===== config.mk =====
export PLATFORM = sky130hd
export DESIGN_NAME = mem_access_unit
export DESIGN_NICKNAME = d
export VERILOG_FILES = /design/src/rtl/mem_access_unit.sv
export SDC_FILE = /design/constraint.sdc
export NUM_CORES = 1
export LEC_CHECK = 0
export ABC_AREA = 1
export ABC_CLOCK_PERIOD_IN_PS = 4200
export CAP_MARGIN = 15
export CELL_PAD_IN_SITES_DETAIL_PLACEMENT = 0
export CELL_PAD_IN_SITES_GLOBAL_PLACEMENT = 2
export CORE_MARGIN = 10
export CORE_UTILIZATION = 22
export DETAILED_ROUTE_END_ITERATION = 7
export PLACE_DENSITY = 0.73
export SETUP_SLACK_MARGIN = 0.2
export SLEW_MARGIN = 20
export SYNTH_ARGS = -nofsm -noshare
export SYNTH_HDL_FRONTEND = slang
export SYNTH_SLANG_ARGS = --single-unit
export TNS_END_PERCENT = 20

===== constraint.sdc =====
create_clock -name clk -period 4.2 [get_ports clk]
set_input_delay 0.63 -clock clk [delete_from_list [all_inputs] [get_ports clk]]
set_output_delay 0.63 -clock clk [all_outputs]
set_load 0.01 [all_outputs]

===== src/rtl/mem_access_unit.sv =====
// Data-memory responder: turns CPU load/store size codes into one aligned word
// transaction on a req/ack port, stalling the pipeline until it completes.
module mem_access_unit #(
   parameter int unsigned TIMEOUT = 16,
   parameter int unsigned CNT_W   = 5
) (
   input  logic        clk,
   input  logic        rst,
   input  logic        cpu_valid,
   input  logic [1:0]  MemRead,
   input  logic [1:0]  MemWrite,
   input  logic [31:0] addr,
   input  logic [31:0] wdata,
   output logic [31:0] rdata,
   output logic        load_done,
   output logic        stall,
   output logic        misalign,
   output logic        err,
   output logic        mem_req,
   output logic        mem_we,
   output logic [3:0]  mem_be,
   output logic [31:0] mem_addr,
   output logic [31:0] mem_wdata,
   input  logic [31:0] mem_rdata,
   input  logic        mem_ack
);

   typedef enum logic [1:0] {IDLE, ACCESS, DONE} state_t;

   state_t           state, state_next;
   logic [CNT_W-1:0] cnt;
   logic             is_load;
   logic [1:0]       size;
   logic [1:0]       lane;

   logic [1:0]  code;
   logic        req_any, illegal, misal, accept, hit_limit;
   logic [3:0]  be_next;
   logic [31:0] wdata_next;
   logic [7:0]  ld_byte;
   logic [15:0] ld_half;
   logic [31:0] load_val;

   // Request decode; only meaningful while in IDLE.
   always_comb begin
      code      = (MemRead != 2'b00) ? MemRead : MemWrite;
      req_any   = cpu_valid && (code != 2'b00);
      illegal   = cpu_valid && (MemRead != 2'b00) && (MemWrite != 2'b00);
      misal     = req_any && !illegal &&
                  (((code == 2'b10) && addr[0]) || ((code == 2'b11) && (addr[1:0] != 2'b00)));
      accept    = req_any && !illegal && !misal;
      hit_limit = (cnt == CNT_W'(TIMEOUT - 1));
   end

   always_comb begin
      be_next    = 4'b1111;
      wdata_next = wdata;
      case (code)
         2'b01: begin
            be_next    = 4'b0001 << addr[1:0];
            wdata_next = {4{wdata[7:0]}};
         end
         2'b10: begin
            be_next    = addr[1] ? 4'b1100 : 4'b0011;
            wdata_next = {2{wdata[15:0]}};
         end
         default: ;
      endcase
   end

   always_comb begin
      ld_byte  = mem_rdata[{lane, 3'b000} +: 8];
      ld_half  = lane[1] ? mem_rdata[31:16] : mem_rdata[15:0];
      load_val = mem_rdata;
      case (size)
         2'b01:   load_val = {{24{ld_byte[7]}}, ld_byte};
         2'b10:   load_val = {{16{ld_half[15]}}, ld_half};
         default: ;
      endcase
   end

   always_ff @(posedge clk or posedge rst) begin
      if (rst) state <= IDLE;
      else     state <= state_next;
   end

   // Stall is gated by rst so every output reads 0 while reset is held.
   always_comb begin
      state_next = state;
      stall      = 1'b0;
      case (state)
         IDLE: begin
            if (accept && !rst) begin
               stall      = 1'b1;
               state_next = ACCESS;
            end
         end
         ACCESS: begin
            stall = 1'b1;
            if (mem_ack || hit_limit) state_next = DONE;
         end
         DONE:    state_next = IDLE;
         default: state_next = IDLE;
      endcase
   end

   always_ff @(posedge clk or posedge rst) begin
      if (rst) begin
         cnt       <= '0;
         is_load   <= 1'b0;
         size      <= 2'b00;
         lane      <= 2'b00;
         rdata     <= '0;
         load_done <= 1'b0;
         misalign  <= 1'b0;
         err       <= 1'b0;
         mem_req   <= 1'b0;
         mem_we    <= 1'b0;
         mem_be    <= '0;
         mem_addr  <= '0;
         mem_wdata <= '0;
      end else begin
         load_done <= 1'b0;
         misalign  <= 1'b0;
         err       <= 1'b0;
         case (state)
            IDLE: begin
               cnt <= '0;
               if (illegal) begin
                  err <= 1'b1;
               end else if (misal) begin
                  misalign <= 1'b1;
               end else if (accept) begin
                  mem_req   <= 1'b1;
                  mem_we    <= (MemWrite != 2'b00);
                  mem_be    <= be_next;
                  mem_addr  <= {addr[31:2], 2'b00};
                  mem_wdata <= wdata_next;
                  is_load   <= (MemRead != 2'b00);
                  size      <= code;
                  lane      <= addr[1:0];
               end
            end
            ACCESS: begin
               if (mem_ack || hit_limit) begin
                  mem_req   <= 1'b0;
                  mem_we    <= 1'b0;
                  mem_be    <= '0;
                  mem_addr  <= '0;
                  mem_wdata <= '0;
               end
               // Ack on the final counted cycle still wins over the timeout.
               if (mem_ack) begin
                  if (is_load) begin
                     rdata     <= load_val;
                     load_done <= 1'b1;
                  end
               end else if (hit_limit) begin
                  err   <= 1'b1;
                  rdata <= '0;
               end else begin
                  cnt <= cnt + CNT_W'(1);
               end
            end
            default: cnt <= '0;
         endcase
      end
   end

endmodule


==> flow_summary.json <==
{
  "min_from": "rdata[17]",
  "path_clk_slew_ns": 0.06,
  "totalWireLength_um": 23300,
  "rows": 59,
  "post_cts_buffers": 0,
  "synthArstFlopShare": 1.00,
  "ant_nets": 0,
  "holdBufCountCts": 0,
  "firstDrtPassIters": 5,
  "timing.fmax_mhz": 287,
  "cts.htree.levels": 4,
  "worstSetupEndpointType": "primary output",
  "dieArea_um2": 33900,
  "cts_sinks": 115,
  "hold_path_class": "reg -> reg",
  "nFillCells": 2872,
  "powerDensity_nw_per_um2": 591,
  "holdPathStages": 2,
  "seq_area_frac_synth": 0.486,
  "gr-total-overflow": 0,
  "final_max_slew_viol_count": 0,
  "drv_cap": 0,
  "ios": 210,
  "cp.required_ns": 3.57,
  "grt_use_total": 0.138,
  "drc": 0,
  "cts_root_buffer": "clkbuf_16",
  "pwr-share-seq": 0.325,
  "critical_path_arrival_ns": 2.85,
  "cp-start-kind": "input pin",
  "drtIter0Drc": 348,
  "cts_buffers": 17,
  "grt_pass1_vias": 6133,
  "p_int_w": 0.00336,
  "reg2reg_to": "mem_wdata[23]",
  "min_period_over_period": 0.829,
  "start_util": 0.225,
  "rsz0062_at_grt": "false",
  "syn2layout_area_growth_pct": 49.7,
  "min_period_ns": 3.48,
  "nets": 1092,
  "vias": 5746,
  "worst_pin_slew_ns": 0.955,
  "worstPathMaxFanout": 4,
  "total_leakage_power_nw": 4.34,
  "place_congestion": 0.779,
  "vias_per_cell": 4.32,
  "dp_hpwl_um": 16700,
  "crit_type": "in -> out",
  "hold_end": "rdata[17]",
  "yosysMostFrequentCell": "nand2_1",
  "holdWs_ns": 0.476,
  "p_comb_frac": 0.389,
  "finalPower_w": 0.00524,
  "swShare": 0.358,
  "clk_latency_ns": 0.41,
  "synth_top_area_cell": "dfrtp_1",
  "synth_cell_types": 33,
  "switchingPower_w": 0.00187,
  "clkPwrFrac": 0.286,
  "r2r-start": "cnt[0]",
  "antenna_found_initial": 2,
  "coreArea_um2": 26300,
  "synth_area_um2": 5920,
  "die_w_um": 184,
  "ir_drop_mv": 0.201,
  "r2r_cells": 10,
  "finalHoldViolations": 0,
  "synth_ff_type": "dfrtp_1",
  "wl_per_cell_um": 17.6,
  "synth-edff-count": 0,
  "multi_input_area_um2": 2590,
  "syn_avg_cell_area_um2": 7.50,
  "drive_gt1_frac": 0.0685,
  "synthTopCellsByArea": "dfrtp_1 (49%), nand2_1 (22%), nand3_1 (9.3%)",
  "grt_start_max_net_pins": 70,
  "die_h_um": 184,
  "synth_seq_cells": 115,
  "dpl.cell_count": 1296,
  "stdcell_count": 1329,
  "synth_commonest_cells": "nand2_1 (343), dfrtp_1 (115), nand3_1 (110)",
  "status": "finished clean",
  "synth_cells": 789,
  "cts_resized": 0,
  "clock_skew_ns": 0.0133,
  "synth.top_cell.area_share": 0.486,
  "clock_path_buffers": 2,
  "io_buffers": 207,
  "ff_latch_area_um2": 2880,
  "setup_viol": 0,
  "grt_pass1_wl_um": 36500,
  "cts_tree": "yes",
  "synth_warnings": 0,
  "r2r_slack_ns": 1.68,
  "max_slew_margin": 0.363,
  "setup_tns_ns": 0
}
through the flow:
step / setup WS (ns) / utilization / cell area, um^2
final: 0.717 / 0.337 / 8860
after global routing: 0.452 / 0.337 / 8860
after CTS: 0.657 / 0.337 / 8860
after detailed placement: 0.656 / 0.314 / 8260
after global placement: 0.716 / 0.314 / 8260
after floorplan: 0.720 / - / 5930
power by group through the flow:
stage,Sequential (W),Clock [W],Combinational [W]
after global routing,0.00176,0.00160,0.00227
after detailed placement,0.00171,0,0.00208
final,0.00170,0.00150,0.00204
after CTS,0.00170,0.00155,0.00209
after global placement,0.00171,0,0.00208
after floorplan,0.00185,0,0.000815
cell families (layout without fill, tap and decap cells):
logic type               count (synthesis)  after routing  share of synthesized area
AND/OR/NAND/NOR                        518            518                      0.373
flip-flops                             115            115                      0.486
buffers and inverters                   97            300                     0.0769
AO/OA/AOI/OAI                           49             49                     0.0446
adder cells (fa/ha/maj)                  8              8                     0.0169
other                                    1              3                   0.000634
XOR/XNOR                                 1              1                    0.00148
area by class of cell:
| class | count | area share |
|---|---|---|
| antenna | 1 | 0.000282 |
| tap | 335 | 0.0473 |
| timing repair buffer | 217 | 0.245 |
| sequential | 115 | 0.325 |
| clock buffer | 18 | 0.0484 |
| clock inverter | 14 | 0.0192 |
| multi-input combinational | 578 | 0.293 |
| inverter | 51 | 0.0220 |
worst max-delay path by stage:
| stage | startpoint | to | slack (ns) | cells past startpoint |
|---|---|---|---|---|
| 5_1_grt | MemRead[0] | stall | 0.45 | 11 |
| 6_report | MemRead[0] | stall | 0.72 | 11 |
| 3_5_place_dp | MemRead[0] | stall | 0.66 | 11 |
| 3_3_place_gp | MemRead[0] | stall | 0.72 | 11 |
| 2_1_floorplan | rst | stall | 0.72 | 3 |
| 4_1_cts | MemRead[0] | stall | 0.66 | 11 |
worst max-delay path, stage by stage:
cell and delay (ns):
clkdlybuf4s50_1 0.47, inv_1 0.05, a21oi_1 0.29, inv_1 0.12, ha_1 0.23, nand2_1 0.06, nand2_1 0.06, nand2_2 0.10
nand4_1 0.12, o21ai_0 0.16, clkdlybuf4s50_1 0.56
placed cells by master, fill, tap and decap left out, types with 3 or more instances in the layout:
cell | Yosys | final
nand3_1 | 110 | 110
inv_1 | 45 | 44
inv_8 | 0 | 3
nand2_2 | 3 | 3
nand2_1 | 343 | 343
clkdlybuf4s50_1 | 0 | 207
o21ai_0 | 19 | 19
clkinv_4 | 0 | 3
buf_4 | 7 | 8
clkbuf_16 | 0 | 17
nor2_1 | 33 | 33
ha_1 | 8 | 8
inv_2 | 5 | 5
clkinvlp_4 | 0 | 3
or2_2 | 8 | 8
dfrtp_1 | 115 | 115
nor2_4 | 2 | 3
nand4_1 | 9 | 9
inv_6 | 0 | 4
a21oi_1 | 24 | 24
sequential cells by signal, summed over array words and instances (netlist names), 2 cells and up:
register and flops:
cnt 5, lane 2, mem_addr 30, mem_be 4
mem_wdata 32, rdata 32, size 2, state 2
layer usage:
layer | global-route usage | vias up | routed length (um)
met2 | 0.213 | 167 | 10400
met1 | 0.173 | 2694 | 10400
met3 | 0.0625 | 9 | 2220
met5 | 0 | - | 10
met4 | 0.0331 | 2 | 231
li1 | - | 2874 | -
Note: power is estimated with default switching activity, not from simulation.
